[config.mk]
export PLATFORM = sky130hd
export DESIGN_NAME = instr_fetch
export DESIGN_NICKNAME = d
export VERILOG_FILES = /design/src/rtl/instr_fetch.sv
export SDC_FILE = /design/constraint.sdc
export NUM_CORES = 1
export LEC_CHECK = 0
export BUFFER_PORTS_ARGS = -buffer_cell sky130_fd_sc_hd__buf_2
export CAP_MARGIN = 25
export CORE_ASPECT_RATIO = 1.25
export CORE_UTILIZATION = 50
export DETAILED_ROUTE_END_ITERATION = 6
export PLACE_DENSITY = 0.83
export SLEW_MARGIN = 20
export SYNTH_ARGS = -nofsm -noshare
export SYNTH_HDL_FRONTEND = slang
export SYNTH_SLANG_ARGS = --single-unit
[constraint.sdc]
create_clock -name clk -period 3.6 [get_ports clk]
set_input_delay 0.72 -clock clk [delete_from_list [all_inputs] [get_ports clk]]
set_output_delay 0.72 -clock clk [all_outputs]
set_load 0.005 [all_outputs]
[src/rtl/instr_fetch.sv]
// Multicycle instruction-fetch stage: owns the PC, issues single-word imem requests,
// latches the returned word into the IR and presents decoded fields downstream.
module instr_fetch #(
  parameter logic [63:0] RESET_PC = 64'h0
) (
  input  logic        clk,
  input  logic        reset_n,
  input  logic        fetch_en,
  input  logic        stall,
  input  logic        ir_ack,
  input  logic        pc_load,
  input  logic [63:0] pc_next,
  output logic        imem_req,
  output logic [63:0] imem_addr,
  input  logic        imem_valid,
  input  logic [31:0] imem_rdata,
  output logic [31:0] ir,
  output logic [6:0]  ir6_0,
  output logic [4:0]  rd,
  output logic [4:0]  rs1,
  output logic [4:0]  rs2,
  output logic [2:0]  funct3,
  output logic [6:0]  funct7,
  output logic        ir_valid,
  output logic [63:0] pc_ir,
  output logic        fetch_misalign
);

  localparam logic [1:0] IDLE = 2'd0;
  localparam logic [1:0] REQ  = 2'd1;
  localparam logic [1:0] WAIT = 2'd2;
  localparam logic [1:0] HOLD = 2'd3;

  localparam logic [31:0] NOP = 32'h0000_0013;

  logic [1:0]  state, state_nx;
  logic [63:0] pc;
  logic        flush;
  logic        accept;
  logic [63:0] redirect_pc;

  // A response is kept only if it belongs to the current PC stream and no redirect lands with it.
  assign accept      = (state == WAIT) && imem_valid && !flush && !pc_load;
  assign redirect_pc = {pc_next[63:2], 2'b00};

  // NOTE: every always_comb output gets a default first so no latch is inferred.
  always_comb begin
    state_nx = state;
    unique case (state)
      IDLE: if (fetch_en && !pc_load) state_nx = REQ;
      REQ:  state_nx = WAIT;
      WAIT: if (imem_valid) state_nx = accept ? HOLD : (fetch_en ? REQ : IDLE);
      HOLD: if (pc_load || (ir_ack && !stall)) state_nx = fetch_en ? REQ : IDLE;
      default: state_nx = IDLE;
    endcase
  end

  // NOTE: sequential state uses non-blocking assignments so all registers update from pre-edge values.
  always_ff @(posedge clk or negedge reset_n) begin
    if (!reset_n) begin
      state          <= IDLE;
      pc             <= RESET_PC;
      pc_ir          <= RESET_PC;
      ir             <= NOP;
      flush          <= 1'b0;
      fetch_misalign <= 1'b0;
    end else begin
      state <= state_nx;

      if (pc_load) begin
        pc             <= redirect_pc;
        fetch_misalign <= |pc_next[1:0];
      end else if (accept) begin
        pc <= pc + 64'd4;
      end

      if (accept) begin
        ir    <= imem_rdata;
        pc_ir <= pc;
      end

      // The in-flight response is consumed either way; a redirect before it arrives marks it stale.
      if ((state == WAIT) && imem_valid)
        flush <= 1'b0;
      else if (pc_load && ((state == REQ) || (state == WAIT)))
        flush <= 1'b1;
    end
  end

  assign imem_req  = (state == REQ);
  assign imem_addr = pc;
  assign ir_valid  = (state == HOLD);

  assign ir6_0  = ir[6:0];
  assign rd     = ir[11:7];
  assign funct3 = ir[14:12];
  assign rs1    = ir[19:15];
  assign rs2    = ir[24:20];
  assign funct7 = ir[31:25];

endmodule

; After elaboration in Yosys (flattened, before gate mapping)
; Cells that the tools add are included.
[totals]
regBits = 164
input_bits = 103
[op_classes]
n_addsub = 1
reduce_logical = 16
mux = 10
n_eq_ne = 6
[ops]
columns = op, n
row1 = 64-bit two-way mux, 2
row2 = "64-bit by 3-bit adder with 64-bit output, second input constant", 1
row3 = 2-bit two-way mux, 4
row4 = 2-bit one-hot mux with 4 select lines, 1
row5 = 1-bit logical AND, 6
row6 = "2-bit equality test, second input constant", 2
row7 = "2-bit != test, second input constant", 2
row8 = 2-bit nonzero test, 2
row9 = 1-bit zero test, 3
row10 = 1-bit two-way mux, 3
row11 = 3-bit AND reduction, 1
row12 = "2-bit by 1-bit equality test with 1-bit output, second input constant", 1
row13 = 2-bit zero test, 1
row14 = 1-bit logical OR, 2
row15 = "2-bit by 1-bit != test with 1-bit output, second input constant", 1
row16 = 2-bit OR reduction, 1

; Logic depth before layout (Yosys ltp)
; Gate-level depths: netlist of the first run.
[depth]
word_depth = 7
ltp_mapped = 8
mapped_depth_nobuf = 7

; Worst setup path after synthesis of the first run
; Ideal clock, no wire load.
[synth_timing]
path_kind = reg-to-reg
startpoint = reg state[0]
endpoint = reg pc[59] (netlist: imem_addr[59])
n_path_buf = 1
setup_ns = 0.124
period_less_slack_ns = 2.286
path_slack_ns = 1.314
path_stages_with_launch = 9
arrival_ns = 2.162
required_ns = 3.476
path_cell_list = dfrtp_1 -> inv_1 -> ha_1 -> nand3b_4 -> nor3_4 -> nand3_1 -> clkbuf_1 -> o31a_1 -> o31a_1
[synth_via]
elab_chain_len = 5
[synth_rtl]
columns = item, line
row1 = from (decl), 36  ; logic [1:0] state, state_nx;
row2 = from (signal assigned), 68  ; state <= state_nx;
row3 = 2-bit equality test, 43  ; assign accept = (state == WAIT) && imem_valid && !flush && !pc_load;
row4 = 1-bit logical AND (3 in series), 43
row5 = 2-bit nonzero test (no source line), --
row6 = to (signal assigned), 71  ; pc <= redirect_pc;
row7 = to (signal assigned), 74  ; pc <= pc + 64'd4;
row8 = to (decl), 37  ; logic [63:0] pc;
; Every way passes these cells.
; A chain may end at the register's enable or synchronous reset.

; Worst setup path in the final report of the first run
[layout_timing]
startpoint = reg state[0]
endpoint = reg pc[63] (netlist: imem_addr[63])
; The elaborated chain is that of the path after synthesis.

==> results of run 1 <==
-- worst paths after layout --
path                                  startpoint                        end  slack, ns  cells after the start
min                                      reset_n       pc_ir[4]$_DFFE_PN0P_       0.28                      1
max reg2reg                 state[0]$_DFFE_PN0P_  imem_addr[63]$_DFFE_PN0P_       0.75                      7
max in group asynchronous                reset_n         ir[13]$_DFFE_PN0P_       2.44                      2
max                         state[0]$_DFFE_PN0P_  imem_addr[63]$_DFFE_PN0P_       0.75                      7
min in group clk           pc_ir[54]$_DFFE_PN0P_      pc_ir[54]$_DFFE_PN0P_       0.48                      2
min reg2reg                pc_ir[54]$_DFFE_PN0P_      pc_ir[54]$_DFFE_PN0P_       0.48                      2
-- flip-flops by register name, indices dropped and copies added (netlist names) --
register,count
pc_ir,62
fetch_misalign,1
flush,1
imem_addr,62
ir,32
state,2
-- kinds of logic (layout without fill, tap and decap cells) --
logic type	count (synthesis)	in the layout
AND/OR/NAND/NOR	237	237
flip-flops	160	160
AO/OA/AOI/OAI	101	101
multiplexers	93	93
buffers and inverters	71	340
XOR/XNOR	35	35
adder cells (fa/ha/maj)	6	6
other	1	10
-- power groups by stage --
stage	clock [mW]	combinational, mW	sequential (mW)
6_report	1.85	1.86	2.83
4_1_cts	1.88	1.89	2.83
2_1_floorplan	0	1.04	2.86
3_3_place_gp	0	1.84	2.83
5_1_grt	1.95	2.05	2.92
3_5_place_dp	0	1.89	2.86
-- layout make-up --
cell class,count,area share
inverter,8,0.00305
clock inverter,10,0.0136
antenna,6,0.00153
sequential,160,0.407
multi-input combinational,476,0.342
clock buffer,22,0.0482
tap,208,0.0264
timing repair buffer,300,0.158
-- stage by stage --
stage	utilization	setup WS (ns)	power [mW]	hold slack, ns
2_1_floorplan	-	1.31	3.90	0.424
3_3_place_gp	0.611	0.927	4.66	0.464
3_5_place_dp	0.611	0.803	4.75	0.472
4_1_cts	0.652	0.792	6.61	0.276
5_1_grt	0.652	0.515	6.92	0.311
6_report	0.653	0.746	6.54	0.279
-- synth_stat cells, drive strengths merged (4+ instances only) --
library cell	n
buf	38
nand2	68
ha	6
nand4	32
and3	5
dfrtp	157
a21oi	5
nor4	14
xor2	24
or4	12
inv	8
a31oi	22
nand3	30
xnor2	11
nor3	10
mux2	92
clkbuf	25
o31a	6
o31ai	12
or3	11
o21ai	50
nor2	38
nand2b	4
-- per-layer routing --
layer,part of all wire,track usage
met1,0.38,0.307
met2,0.51,0.489
met5,0.00078,0
met3,0.085,0.0931
met4,0.028,0.118
-- critical path, stage by stage, from the launching register on --
cell and delay [ns]:
dfrtp_1 0.41, inv_1 0.14, ha_1 0.33, nand3b_4 0.21
nor3_4 0.48, nand3_1 0.44, or4_1 0.60, a31oi_1 0.16
==> out/metrics.cfg, run 1 <==
[final_layout]
fin_cells=1190
area.growth.synth_to_final_pct=26.7
mostFrequentLayoutCells=buf_2, dfrtp_1, mux2_2
multi_input_area_um2=3370
fin_nets=1072
drive_gt1_frac=0.453
fill_cells=1193
design_area_um2=9840
final_common_cell=buf_2
regArea_um2=4010

[synth]
synthAdderAreaFrac=0.00967
yosys.area.top_type_share=0.506
synth.top_cells.by_area=dfrtp_1, mux2_2, buf_4
syn_area_per_cell_um2=11.0
synth-async-reset-ratio=1.00
synth_compound_area_frac=0.0778
yosysWarnings=0
synth_ff_type=dfrtp_1
synth_edf_count=0
ys_ff_latch=160
synthCells=704
synth_area_um2=7760
synth-simple-area-share=0.169
synth_top_area_cell=dfrtp_1
yosysSeqAreaShare=0.516
synth-xor-area-share=0.0395
synthMuxAreaShare=0.135
ys_types=50
synth_top_family_by_area=simple AND/OR/NAND/NOR gates

[timing]
worst_slew_pin_slew_ns=0.856
period_share=0.793
final_hold_viol_count=0
skew_ns=0.0100
slew_headroom=0.425
slew_violations=0
finalSetupViolCount=0
rsz0062_at_grt=no
finalCriticalPeriod_ns=2.85
clock.fmax_mhz=350
setup_tns_ns=0

[run]
cap_violations=0

[clock_network]
cts_made_buffers=17
insertion_delay_ns=0.42
cts_tree=yes
cts_sinks=160
cts_root_buffer=clkbuf_16
postCtsSetupRepairBufs=0
cts_buffer_depth=2
path_clk_slew_ns=0.06
h-tree-depth=4
cts_resized=0
cts_hold_buffers=0

[global_route]
antenna_found_initial=5
grt_usage=0.278
grt-ovfl-total=0
grt_pass1_vias=6365
grt_pass1_wl_um=33800
grt_max_degree=92

[die]
die_area_um2=16000
die_w_um=113
dieHeight_um=141
start_util=0.515
rows=50
ios=298
core_area_um2=15100

[drt]
drtPass1Iterations=6
wl_per_cell_um=18.3
postRouteAntennaNets=0
routed_wirelength_um=21800
drtIter0Drc=392
drc=0
via_count=6580
viasPerCell=5.53

[worst_hold_path]
min_path_type=primary input to async pin

[placement]
dpl_cell_area_um2=9220
dpl.hpwl_um=16400
placed_cells=1152
port_buffers=293
gp_congestion=0.951

[pwr]
netSwitchingPower_mw=1.94
pwr-share-comb=0.285
pwr-share-clk=0.282
seq_power_share=0.433
internal-power_mw=4.61
power_leakage_nw=4.59
powerDensity_nw_per_um2=665
switching_share=0.296
ir_drop_mv=0.382

[critical_path]
critPathCaptureType=register
worst-setup-path-type=register to register
cp.arrival_ns=3.20
critPathMaxFanout=11
required_ns=3.94
critPathLaunchType=register

[run_status]
status=finished clean

No activity file was read; power rests on OpenSTA's default activity.
==> run 2: changes to the inputs <==
--- a/config.mk
+++ b/config.mk
@@ -8,9 +8,9 @@
 export BUFFER_PORTS_ARGS = -buffer_cell sky130_fd_sc_hd__buf_2
 export CAP_MARGIN = 25
 export CORE_ASPECT_RATIO = 1.25
-export CORE_UTILIZATION = 50
+export CORE_UTILIZATION = 49
 export DETAILED_ROUTE_END_ITERATION = 6
-export PLACE_DENSITY = 0.83
+export PLACE_DENSITY = 0.82
 export SLEW_MARGIN = 20
 export SYNTH_ARGS = -nofsm -noshare
 export SYNTH_HDL_FRONTEND = slang
==> constraint.sdc (replaced) <==
create_clock -name clk -period 3 [get_ports clk]
set_input_delay 0.6 -clock clk [delete_from_list [all_inputs] [get_ports clk]]
set_output_delay 0.6 -clock clk [all_outputs]
set_load 0.005 [all_outputs]
==> out/metrics.cfg, run 2 (same netlist as run 1, synthesis figures left out) <==
[critical_path]
r2r_cells=8  ; +1
critPathMaxFanout=8  ; -3
critPathLaunchType=register
path_buf_inv=2  ; +1
cp.depth=8  ; +1
slowest_stage=nor4_1
cp_cell_sequence=inv_1 -> ha_1 -> nand4b_2 -> nor4_1 -> buf_4 -> nand4_1 -> or3_1 -> a31oi_1
critPathCaptureType=register
cp.arrival_ns=3.13  ; -0.07 ns
required_ns=3.33  ; -0.61 ns
timing.critical_path.max_delay_family=simple AND/OR/NAND/NOR gates
crit_path_max_incr_delay_ns=0.53  ; -0.07 ns
r2r_slack_ns=0.20  ; -0.55 ns
worst-setup-path-type=register to register

[clock_network]
h-tree-depth=4  ; unchanged
postCtsSetupRepairBufs=0  ; unchanged
cts_buffer_depth=2  ; unchanged
cts_root_buffer=clkbuf_16
cts_made_buffers=17  ; unchanged
path_clk_slew_ns=0.06  ; about the same
insertion_delay_ns=0.43  ; about the same
cts_tree=yes
cts_resized=0  ; unchanged
cts_hold_buffers=0  ; unchanged
cts_sinks=160  ; unchanged

[run_status]
status=finished clean

[global_route]
grt_pass1_wl_um=33400  ; -1.1%
grt_max_degree=92  ; unchanged
grt_usage=0.273  ; -0.00478
grt_pass1_vias=6130  ; -3.7%
antenna_found_initial=3  ; -2
grt-ovfl-total=0  ; unchanged

[drt]
postRouteAntennaNets=0  ; unchanged
viasPerCell=5.48  ; -0.94%
routed_wirelength_um=21900  ; +0.37%
via_count=6529  ; -0.78%
drtIter0Drc=377  ; -3.8%
drc=0  ; unchanged
drtPass1Iterations=5  ; -1
wl_per_cell_um=18.4  ; +0.20%

[pwr]
netSwitchingPower_mw=2.34  ; +20%
ir_drop_mv=0.458  ; +20%
pwr-share-clk=0.263  ; -0.019
seq_power_share=0.444  ; +0.011
pwr-share-comb=0.294  ; +0.009
power_leakage_nw=4.57  ; -0.59%
internal-power_mw=5.31  ; +15%
switching_share=0.305  ; +0.00899
powerDensity_nw_per_um2=781  ; +17%

[timing]
finalCriticalPeriod_ns=2.80  ; -0.0499 ns
setup_tns_ns=0  ; unchanged
slew_headroom=0.575  ; +0.150
finalSetupViolCount=0  ; unchanged
final_hold_viol_count=0  ; unchanged
clock.fmax_mhz=357  ; +1.8%
postLayoutSetupSlackWorst_ns=0.196  ; -0.550 ns
rsz0062_at_grt=no
skew_ns=0.00766  ; -0.00236 ns
slew_violations=0  ; unchanged
period_share=0.935  ; +0.142
worst_slew_pin_slew_ns=0.632  ; -0.224 ns

[die]
die_area_um2=16400  ; +2.0%
dieHeight_um=143  ; +1.0%
die_w_um=115  ; +1.0%
rows=51  ; +2.0%
core_area_um2=15500  ; +2.8%
start_util=0.501  ; -0.0143
ios=298  ; unchanged

[final_layout]
mostFrequentLayoutCells=buf_2, dfrtp_1, mux2_2
fin_cells=1192  ; +0.17%
final_common_cell=buf_2
final_util=0.632  ; -0.0209
area.growth.synth_to_final_pct=26.2
drive_gt1_frac=0.453  ; about the same
fin_nets=1075  ; +0.28%
design_area_um2=9800  ; -0.45%

[placement]
port_buffers=293  ; unchanged
gp_congestion=0.918  ; -3.4%
dpl_cell_area_um2=9240  ; +0.30%
placed_cells=1159  ; +0.61%
dpl.hpwl_um=16300  ; -0.33%
pre_cts_slack_ns=0.192  ; -0.612 ns

[run]
cap_violations=0  ; unchanged

[worst_hold_path]
min_path_type=primary input to async pin

run 2: final cells by class:
class                      instances  area, µm²
fill                            1272       5710
sequential                       160       4010
multi-input combinational        476       3370
timing repair buffer             303       1570
clock buffer                      22        454
tap                              212        265
clock inverter                     9       87.6
inverter                           8       30.0
antenna                            2       5.00
run 2: worst paths after layout:
check	startpoint	to
max	state[0]$_DFFE_PN0P_	imem_addr[48]$_DFFE_PN0P_
min in group clk	pc_next[11]	imem_addr[11]$_DFFE_PN0P_
max in group asynchronous	reset_n	ir[4]$_DFFE_PN1P_
max reg2reg	state[0]$_DFFE_PN0P_	imem_addr[48]$_DFFE_PN0P_
min reg2reg	pc_ir[23]$_DFFE_PN0P_	pc_ir[23]$_DFFE_PN0P_
min	reset_n	pc_ir[7]$_DFFE_PN0P_
run 2: per-layer routing:
metal | GRT usage | part of all wire | routed length (µm)
met5 | 0 | 0.00059 | 13
met4 | 0.110 | 0.028 | 618
met3 | 0.0823 | 0.080 | 1760
met2 | 0.461 | 0.50 | 11000
met1 | 0.325 | 0.39 | 8520
run 2: power groups by stage:
| stage | Clock, mW | Combinational [mW] | Sequential (mW) |
|---|---|---|---|
| after detailed placement | 0 | 2.27 | 3.43 |
| after global routing | 2.14 | 2.49 | 3.50 |
| after global placement | 0 | 2.21 | 3.39 |
| final | 2.01 | 2.25 | 3.39 |
| after floorplan | 0 | 1.24 | 3.44 |
| after CTS | 2.05 | 2.27 | 3.40 |
run 2: stage by stage:
| stage | total power, mW | hold slack [ns] |
|---|---|---|
| 2_1_floorplan | 4.68 | 0.304 |
| 3_3_place_gp | 5.60 | 0.467 |
| 3_5_place_dp | 5.70 | 0.473 |
| 4_1_cts | 7.73 | 0.160 |
| 5_1_grt | 8.13 | 0.180 |
| 6_report | 7.65 | 0.147 |
run 2: worst reg2reg max path, cell delays in order (launching register included):
cell and delay, ns:
dfrtp_1 0.41, inv_1 0.13, ha_1 0.34, nand4b_2 0.35, nor4_1 0.53, buf_4 0.22
nand4_1 0.13, or3_1 0.37, a31oi_1 0.23
